$ cat src/rtl/inst_arb_pkg.sv
// Shared types for the instruction ROM arbiter: ownership state and burst-counter width.
package inst_arb_pkg;

  localparam int ADDR_W  = 32;
  localparam int BURST_W = 4;

  typedef enum logic [1:0] {
    IDLE    = 2'd0,
    OWN_IF  = 2'd1,
    OWN_DBG = 2'd2
  } arb_state_t;

  typedef logic [ADDR_W-1:0] inst_addr_t;

endpackage

$ cat src/rtl/inst_arb_perf.sv
// Grant and stall event counters for the instruction ROM arbiter.
module inst_arb_perf (
  input  logic        clk,
  input  logic        rst,
  input  logic        i_clr,
  input  logic        i_if_gnt,
  input  logic        i_dbg_gnt,
  input  logic        i_if_stall,
  output logic [31:0] o_if_gnt_cnt,
  output logic [31:0] o_dbg_gnt_cnt,
  output logic [31:0] o_if_stall_cnt
);

  logic [31:0] r_if_gnt_cnt;
  logic [31:0] r_dbg_gnt_cnt;
  logic [31:0] r_if_stall_cnt;

  // Clear wins over a same-cycle increment; all counters wrap naturally.
  always_ff @(posedge clk or negedge rst) begin
    if (!rst) begin
      r_if_gnt_cnt   <= '0;
      r_dbg_gnt_cnt  <= '0;
      r_if_stall_cnt <= '0;
    end else if (i_clr) begin
      r_if_gnt_cnt   <= '0;
      r_dbg_gnt_cnt  <= '0;
      r_if_stall_cnt <= '0;
    end else begin
      if (i_if_gnt)   r_if_gnt_cnt   <= r_if_gnt_cnt + 32'd1;
      if (i_dbg_gnt)  r_dbg_gnt_cnt  <= r_dbg_gnt_cnt + 32'd1;
      if (i_if_stall) r_if_stall_cnt <= r_if_stall_cnt + 32'd1;
    end
  end

  assign o_if_gnt_cnt   = r_if_gnt_cnt;
  assign o_dbg_gnt_cnt  = r_dbg_gnt_cnt;
  assign o_if_stall_cnt = r_if_stall_cnt;

endmodule

$ cat src/rtl/inst_rom_arbiter.sv
// Shares one combinational instruction ROM between IF fetch (priority) and a debug read port.
// Optional INST_ARB_PERF_EN adds grant/stall counters with a synchronous clear.
module inst_rom_arbiter
  import inst_arb_pkg::*;
#(
  parameter int ADDR_W    = 32,
  parameter int DATA_W    = 32,
  parameter int MAX_BURST = 4
) (
  input  logic              clk,
  input  logic              rst,
  input  logic              if_req,
  input  logic [ADDR_W-1:0] if_addr,
  output logic              if_gnt,
  output logic              if_rvalid,
  output logic [DATA_W-1:0] if_rdata,
  output logic              if_stallreq,
  input  logic              dbg_req,
  input  logic [ADDR_W-1:0] dbg_addr,
  output logic              dbg_gnt,
  output logic              dbg_rvalid,
  output logic [DATA_W-1:0] dbg_rdata,
  output logic              dbg_err,
`ifdef INST_ARB_PERF_EN
  input  logic              perf_clr,
  output logic [31:0]       perf_if_gnt_cnt,
  output logic [31:0]       perf_dbg_gnt_cnt,
  output logic [31:0]       perf_if_stall_cnt,
`endif
  output logic              rom_ce,
  output logic [ADDR_W-1:0] rom_addr,
  input  logic [DATA_W-1:0] rom_inst
);

  arb_state_t         r_state;
  logic [BURST_W-1:0] r_burst;
  logic               r_if_rvalid;
  logic [DATA_W-1:0]  r_if_rdata;
  logic               r_dbg_rvalid;
  logic [DATA_W-1:0]  r_dbg_rdata;
  logic               r_dbg_err;

  logic w_burst_hit;
  logic w_dbg_win;
  logic w_if_gnt;
  logic w_dbg_gnt;
  logic w_dbg_mis;

  // Debug only steals a slot after IF has held the ROM for MAX_BURST grants in a row.
  assign w_burst_hit = (r_state == OWN_IF) && (r_burst >= BURST_W'(MAX_BURST));
  assign w_dbg_win   = dbg_req && (!if_req || w_burst_hit);

  // Combinational outputs are forced low while reset is held.
  assign w_if_gnt  = rst && if_req && !w_dbg_win;
  assign w_dbg_gnt = rst && w_dbg_win;
  assign w_dbg_mis = w_dbg_gnt && (dbg_addr[1:0] != 2'b00);

  assign if_gnt      = w_if_gnt;
  assign dbg_gnt     = w_dbg_gnt;
  assign if_stallreq = rst && if_req && !w_if_gnt;

  // A misaligned debug access takes its slot but never enables the ROM.
  assign rom_ce   = w_if_gnt || (w_dbg_gnt && !w_dbg_mis);
  assign rom_addr = w_if_gnt  ? if_addr  :
                    w_dbg_gnt ? dbg_addr : '0;

  always_ff @(posedge clk or negedge rst) begin
    if (!rst) begin
      r_state <= IDLE;
      r_burst <= '0;
    end else if (w_if_gnt) begin
      r_state <= OWN_IF;
      if (r_state != OWN_IF)
        r_burst <= BURST_W'(1);
      else if (r_burst != '1)
        r_burst <= r_burst + BURST_W'(1);
    end else if (w_dbg_gnt) begin
      r_state <= OWN_DBG;
      r_burst <= '0;
    end else begin
      r_state <= IDLE;
      r_burst <= '0;
    end
  end

  always_ff @(posedge clk or negedge rst) begin
    if (!rst) begin
      r_if_rvalid  <= 1'b0;
      r_if_rdata   <= '0;
      r_dbg_rvalid <= 1'b0;
      r_dbg_rdata  <= '0;
      r_dbg_err    <= 1'b0;
    end else begin
      r_if_rvalid  <= w_if_gnt;
      r_dbg_rvalid <= w_dbg_gnt;
      r_dbg_err    <= w_dbg_mis;
      if (w_if_gnt)
        r_if_rdata <= rom_inst;
      if (w_dbg_gnt)
        r_dbg_rdata <= w_dbg_mis ? '0 : rom_inst;
    end
  end

  assign if_rvalid  = r_if_rvalid;
  assign if_rdata   = r_if_rdata;
  assign dbg_rvalid = r_dbg_rvalid;
  assign dbg_rdata  = r_dbg_rdata;
  assign dbg_err    = r_dbg_err;

`ifdef INST_ARB_PERF_EN
  inst_arb_perf u_perf (
    .clk            (clk),
    .rst            (rst),
    .i_clr          (perf_clr),
    .i_if_gnt       (w_if_gnt),
    .i_dbg_gnt      (w_dbg_gnt),
    .i_if_stall     (if_stallreq),
    .o_if_gnt_cnt   (perf_if_gnt_cnt),
    .o_dbg_gnt_cnt  (perf_dbg_gnt_cnt),
    .o_if_stall_cnt (perf_if_stall_cnt)
  );
`endif

endmodule
$ cat config.mk
export PLATFORM = sky130hd
export DESIGN_NAME = inst_rom_arbiter
export DESIGN_NICKNAME = d
export VERILOG_FILES = /design/src/rtl/inst_arb_pkg.sv /design/src/rtl/inst_arb_perf.sv /design/src/rtl/inst_rom_arbiter.sv
export SDC_FILE = /design/constraint.sdc
export NUM_CORES = 1
export LEC_CHECK = 0
export CORE_ASPECT_RATIO = 1.75
export CORE_UTILIZATION = 38
export DETAILED_ROUTE_END_ITERATION = 8
export MAX_ROUTING_LAYER = met4
export PLACE_DENSITY = 0.81
export SLEW_MARGIN = 20
export SYNTH_ARGS = -nofsm -noshare
export SYNTH_HDL_FRONTEND = slang
export SYNTH_SLANG_ARGS = --single-unit
$ cat constraint.sdc
create_clock -name clk -period 2.3 [get_ports clk]
set_clock_uncertainty 0.2 [all_clocks]
set_input_delay 0.46 -clock clk [delete_from_list [all_inputs] [get_ports clk]]
set_output_delay 0.46 -clock clk [all_outputs]
set_load 0.05 [all_outputs]
==> impl_metrics.ini, run 1 <==
[status]
status = complete, but fails checks
violations = setup timing

[power]
p_leak_nw = 3.04
p_per_area_nw_per_um2 = 639
peakVddDrop_mv = 0.563

[timing]
slew_viol_final = 0
hold_viol_final = 0
tns_ps = -5670
tightestPinTransition_ps = 636
fmax_mhz = 389
rsz0062_at_grt = yes
setup_viol = 36
fin_crit_sh = 1.12
setup_slack_ps = -269
period_needed_ps = 2570
relSlewSlack = 0.576

[critical_path]
arrival_ps = 1910
cp_max_fo = 9
cpMaxStageDelayCell = dfrtp_1
crit_chain = or2_4 > nand3_4 > buf_12 > nand3_1 > a21boi_4 > buf_6
critPathCaptureType = primary output
start_kind = flop
crit_type = reg2out
max_stage_delay_ps = 410
cp.required_ps = 1640

[yosys]
avgSynthCellArea_um2 = 11.9
synth_top_area_share = 0.516
syn-cell-area_um2 = 3490
synthTopCellsByArea = dfrtp_1, mux2_4, nand3_1
yosysSeqAreaShare = 0.516
syn_inst = 294
yosys.area.top_type = dfrtp_1
synth.ff_latch_count = 72
yosysWarnings = 0
synthDistinctLibCells = 29
syn_nets = 395

[routing]
vias_per_cell = 5.51
dr_total_vias = 3506
wl_um = 14600
dr.pass1.iters = 4
route.detailed.drc = 0
wl_per_cell_um = 23.0
postRouteAntennaNets = 0
drtIter0Drc = 116

[cts]
numClockSinks = 72
htreeDepth = 3
clk_pin_slew_ps = 50
clk_latency_ps = 320
cts_tree = built
clockRootBuffer = clkbuf_16
cts_buffer_depth = 2
cts_made_buffers = 9

[placed_design]
portBuffers = 202
routabilityCongestion = 0.763
place_area_um2 = 6030
hpwl_um = 8600
post-place-ws_ps = -211

[floorplanning]
start_util = 0.397
coreArea_um2 = 8780
fp.dieW_um = 74.4
io_pins = 203
die_h_um = 129
die-area_um2 = 9590
rows = 45

[global_route]
grt_overflow = 0
grt_usage = 0.281
grt_pass1_wl_um = 19400
antenna_found_initial = 1
grt_pass1_vias = 3700
grt_max_degree = 53

[min_path]
hp-class = in2async

[finish]
layout_commonest_cell = clkdlybuf4s50_1
nNetsFinal = 616
drive_above_1_share = 0.382
postLayoutCellArea_um2 = 6970
syn2layout_area_growth_pct = 99.7
layout_common_cells = clkdlybuf4s50_1, dfrtp_1, buf_6, a22o_1

[run]
drv_cap = 0
final timing paths:
kind	startpoint	end	slack (ps)	depth (start not counted)
max	r_burst[2]	rom_addr[12]	-270	6
max in group asynchronous	rst	r_state[0]	1150	2
min reg2reg	dbg_rdata[21]	dbg_rdata[21]	300	1
min in group clk	dbg_rdata[21]	dbg_rdata[21]	300	1
min	rst	r_burst[1]	60	2
max reg2reg	r_state[1]	if_rdata[5]	150	8
area by class of cell:
class	instances	area, µm²
Antenna cell	1	2.50
Clock buffer	11	243
Tap cell	117	146
Clock inverter	3	20.0
Inverter	3	13.8
Fill cell	498	1810
Multi-Input combinational cell	191	2140
Timing Repair Buffer	238	2600
Sequential cell	72	1800
logic make-up (layout without fill, tap and decap cells):
family / count (synthesis) / in the layout / share of synthesized area
AO/OA/AOI/OAI: 68 / 68 / 0.159
flip-flops: 72 / 72 / 0.516
multiplexers: 35 / 35 / 0.141
adder cells (fa/ha/maj): 1 / 1 / 0.00358
XOR/XNOR: 1 / 1 / 0.00251
buffers and inverters: 31 / 255 / 0.0473
other: 0 / 1 / 0
AND/OR/NAND/NOR: 86 / 86 / 0.131
sequential cells by signal, summed over array words and instances, names as in the netlist:
| signal | flops |
|---|---|
| dbg_rdata | 32 |
| r_state | 2 |
| dbg_rvalid | 1 |
| if_rdata | 32 |
| dbg_err | 1 |
| r_burst | 4 |
layer usage:
metal / global-route usage / share of wire
met5: - / 0
met4: 0.158 / 0.047
met3: 0.0767 / 0.091
met2: 0.468 / 0.51
met1: 0.290 / 0.36
critical path, delay by kind of cell, from the launching register on:
| kind | cells | cell delay, ps |
|---|---|---|
| AOI/OAI and AO/OA | 1 | 250 |
| buffers and inverters | 2 | 340 |
| DFF | 1 | 410 |
| and+or+nand+nor | 3 | 590 |
cell usage after synthesis, drive strengths merged:
master  count
buf        21
ha          1
inv         3
o31ai       1
nand2b      2
a21oi       2
xnor2       1
nand3      69
a22o       32
and3b       1
nor2        5
and3        1
mux2       32
clkbuf      7
mux2i       3
nand2       3
nor3        1
dfrtp      72
nor2b       1
or2         1
nor4        2
a21boi     32
o21ai       1
power breakdown:
part | switching [mW] | internal, mW | total, mW | leakage, nW
combinational | 0.988 | 0.728 | 1.72 | 2.01
clock | 0.497 | 0.745 | 1.24 | 0.123
sequential | 0.0900 | 1.41 | 1.50 | 0.915
stage by stage:
stage	util	std cells	hold slack, ps	power [mW]
3_5_place_dp	0.687	606	155	3.10
5_1_grt	0.794	636	64.2	4.59
3_3_place_gp	0.687	606	153	3.07
4_1_cts	0.762	630	36.7	4.42
2_1_floorplan	-	294	-35.6	2.45
6_report	0.794	636	58.5	4.45
repair_timing:
| item | 4_1_cts | 5_1_grt |
|---|---|---|
| gates resized for setup | 70 | 30 |
| endpoints found under the setup margin | 36 | 40 |
| endpoints found under the hold margin | 4 | 0 |
| pin swaps | 5 | 11 |
| setup buffers | 7 | 3 |
| hold buffers | 1 | 0 |
| gates cloned | 2 | 4 |
(Power assumes the default switching activity.)
==> run 2, diff against run 1 <==
- ABC_AREA: default -> 1
- CORE_UTILIZATION: 38 -> 37
- PLACE_DENSITY: 0.81 -> 0.8
==> impl_metrics.ini, run 2 <==
[status]
status = complete, but fails checks
violations = setup timing

[yosys]
synth.ff_latch_count = 72
synth_top_area_share = 0.544
synthTopCellsByArea = dfrtp_1, nand2_1, o21ai_2
syn_inst = 391
yosys.area.top_type = dfrtp_1
synth_edf_count = 0
yosysSeqAreaShare = 0.544
synthDistinctLibCells = 23
avgSynthCellArea_um2 = 8.47
yosysWarnings = 0
syn_nets = 492
async_flop_share = 1.00
synth.most_common_cell = nand2_1
syn-cell-area_um2 = 3310
yosys-top-cells-count = nand2_1, dfrtp_1, inv_1
synth_ff_type = dfrtp_1

[finish]
syn2layout_area_growth_pct = 95.2
layout_common_cells = clkdlybuf4s50_1, nand2_1, dfrtp_1, inv_1, buf_12
fin_cells = 730
fin_util = 0.746
antenna_cells = 0
nFillCells = 581
postLayoutCellArea_um2 = 6470
nNetsFinal = 713
layout_commonest_cell = clkdlybuf4s50_1
drive_above_1_share = 0.250

[timing]
tns_ps = -1280
slew_viol_final = 0
period_needed_ps = 2380
fin_crit_sh = 1.03
rsz0062_at_grt = yes
tightestPinTransition_ps = 888
holdWs_ps = 232
hold_viol_final = 0
setup_viol = 33
fmax_mhz = 420
setup_slack_ps = -80.4
relSlewSlack = 0.408

[routing]
route.detailed.drc = 0
postRouteAntennaNets = 0
wl_per_cell_um = 16.2
drtIter0Drc = 114
dr_total_vias = 3463
vias_per_cell = 4.74
dr.pass1.iters = 4
wl_um = 11800

[critical_path]
cpMaxStageDelayCell = dfrtp_2
max_stage_delay_ps = 400
critical_path.top_delay_family = buffers and inverters
arrival_ps = 1720
cp_max_fo = 8
start_kind = flop
critPathCaptureType = primary output
cp.buffers_inverters = 4
crit_path_frequent_cell = nand2_2
crit_type = reg2out
crit_chain = inv_2 > nor2_4 > nand2_2 > nand2_4 > a21oi_4 > buf_4 > clkbuf_16 > nand2_1 > nand2_2 > buf_12
cp.required_ps = 1640

[min_path]
hp-class = in2async

[cts]
clockRootBuffer = clkbuf_16
cts_buffer_depth = 2
numClockSinks = 72
clk_pin_slew_ps = 50
cts_tree = built
cts_made_buffers = 9
clk_latency_ps = 320
htreeDepth = 3

[power]
peakVddDrop_mv = 0.638
p_per_area_nw_per_um2 = 677
p_leak_nw = 3.04
fin_total_pwr_mw = 4.38

[floorplanning]
rows = 45
io_pins = 203
start_util = 0.382
fp.dieW_um = 73.5
die-area_um2 = 9350
coreArea_um2 = 8670
die_h_um = 127

[placed_design]
placed_cells = 706
post-place-ws_ps = -221
hpwl_um = 8030
routabilityCongestion = 0.784
portBuffers = 202
place_area_um2 = 5860

[global_route]
grt_overflow = 0
grt_max_degree = 71
antenna_found_initial = 0
grt_pass1_wl_um = 16900
grt_pass1_vias = 3541
grt_usage = 0.247

[run]
drv_cap = 0
run 2: cell count changes in the layout (fill, tap and decap cells not counted), sizes merged, moves of 2 or more:
cell           change
clkdlybuf4s50      -2
nor4               -2
o21ai             +64
a21boi            -32
a22o              -32
nor2               +4
buf                -6
mux2              -32
nand3             -66
mux2i              -3
inv               +37
nand2b             -2
nand2            +173
clkbuf             -2
run 2: cell type report:
cell class                 count  area [µm²]  area share
timing repair buffer         229        2690       0.416
multi-input combinational    258        1400       0.216
clock inverter                 2        35.0     0.00542
tap                          117         146      0.0226
clock buffer                  10         229      0.0354
sequential                    72        1800       0.279
inverter                      42         166      0.0257
run 2: metal layers:
| layer | GRT usage | wire length [µm] |
|---|---|---|
| met5 | - | 0 |
| met4 | 0.0939 | 336 |
| met3 | 0.0789 | 1170 |
| met2 | 0.439 | 6210 |
| met1 | 0.244 | 4100 |
run 2: path summary, 6_finish.rpt:
check                      slack, ps      endpoint  cells after the start    startpoint
min                              230  if_rdata[22]                      2           rst
max reg2reg                      450  if_rdata[19]                     10    r_state[1]
min in group clk                 280  if_rdata[28]                      2  if_rdata[28]
min reg2reg                      280  if_rdata[28]                      2  if_rdata[28]
max in group asynchronous       1090  if_rdata[14]                      2           rst
max                              -80  rom_addr[19]                     10    r_state[0]
run 2: power by group:
part / total [mW] / switching (mW) / internal (mW)
sequential: 1.49 / 0.0783 / 1.41
combinational: 1.62 / 0.979 / 0.643
clock: 1.27 / 0.457 / 0.812
total: 4.38 / 1.51 / 2.86
run 2: cells by family (layout without fill, tap and decap cells):
group / after synthesis / in the layout / share of synthesized area
and+or+nand+nor: 189 / 189 / 0.233
DFF: 72 / 72 / 0.544
buffers and inverters: 61 / 283 / 0.0922
adders and majority gates: 1 / 1 / 0.00378
AOI/OAI and AO/OA: 68 / 68 / 0.127
run 2: timing repair:
item,CTS,global route
pin swaps,1,9
hold buffers,1,0
cloned,1,3
resized for setup,29,37
setup buffers,6,4
hold endpoints to repair,2,0
setup endpoints to repair,35,33
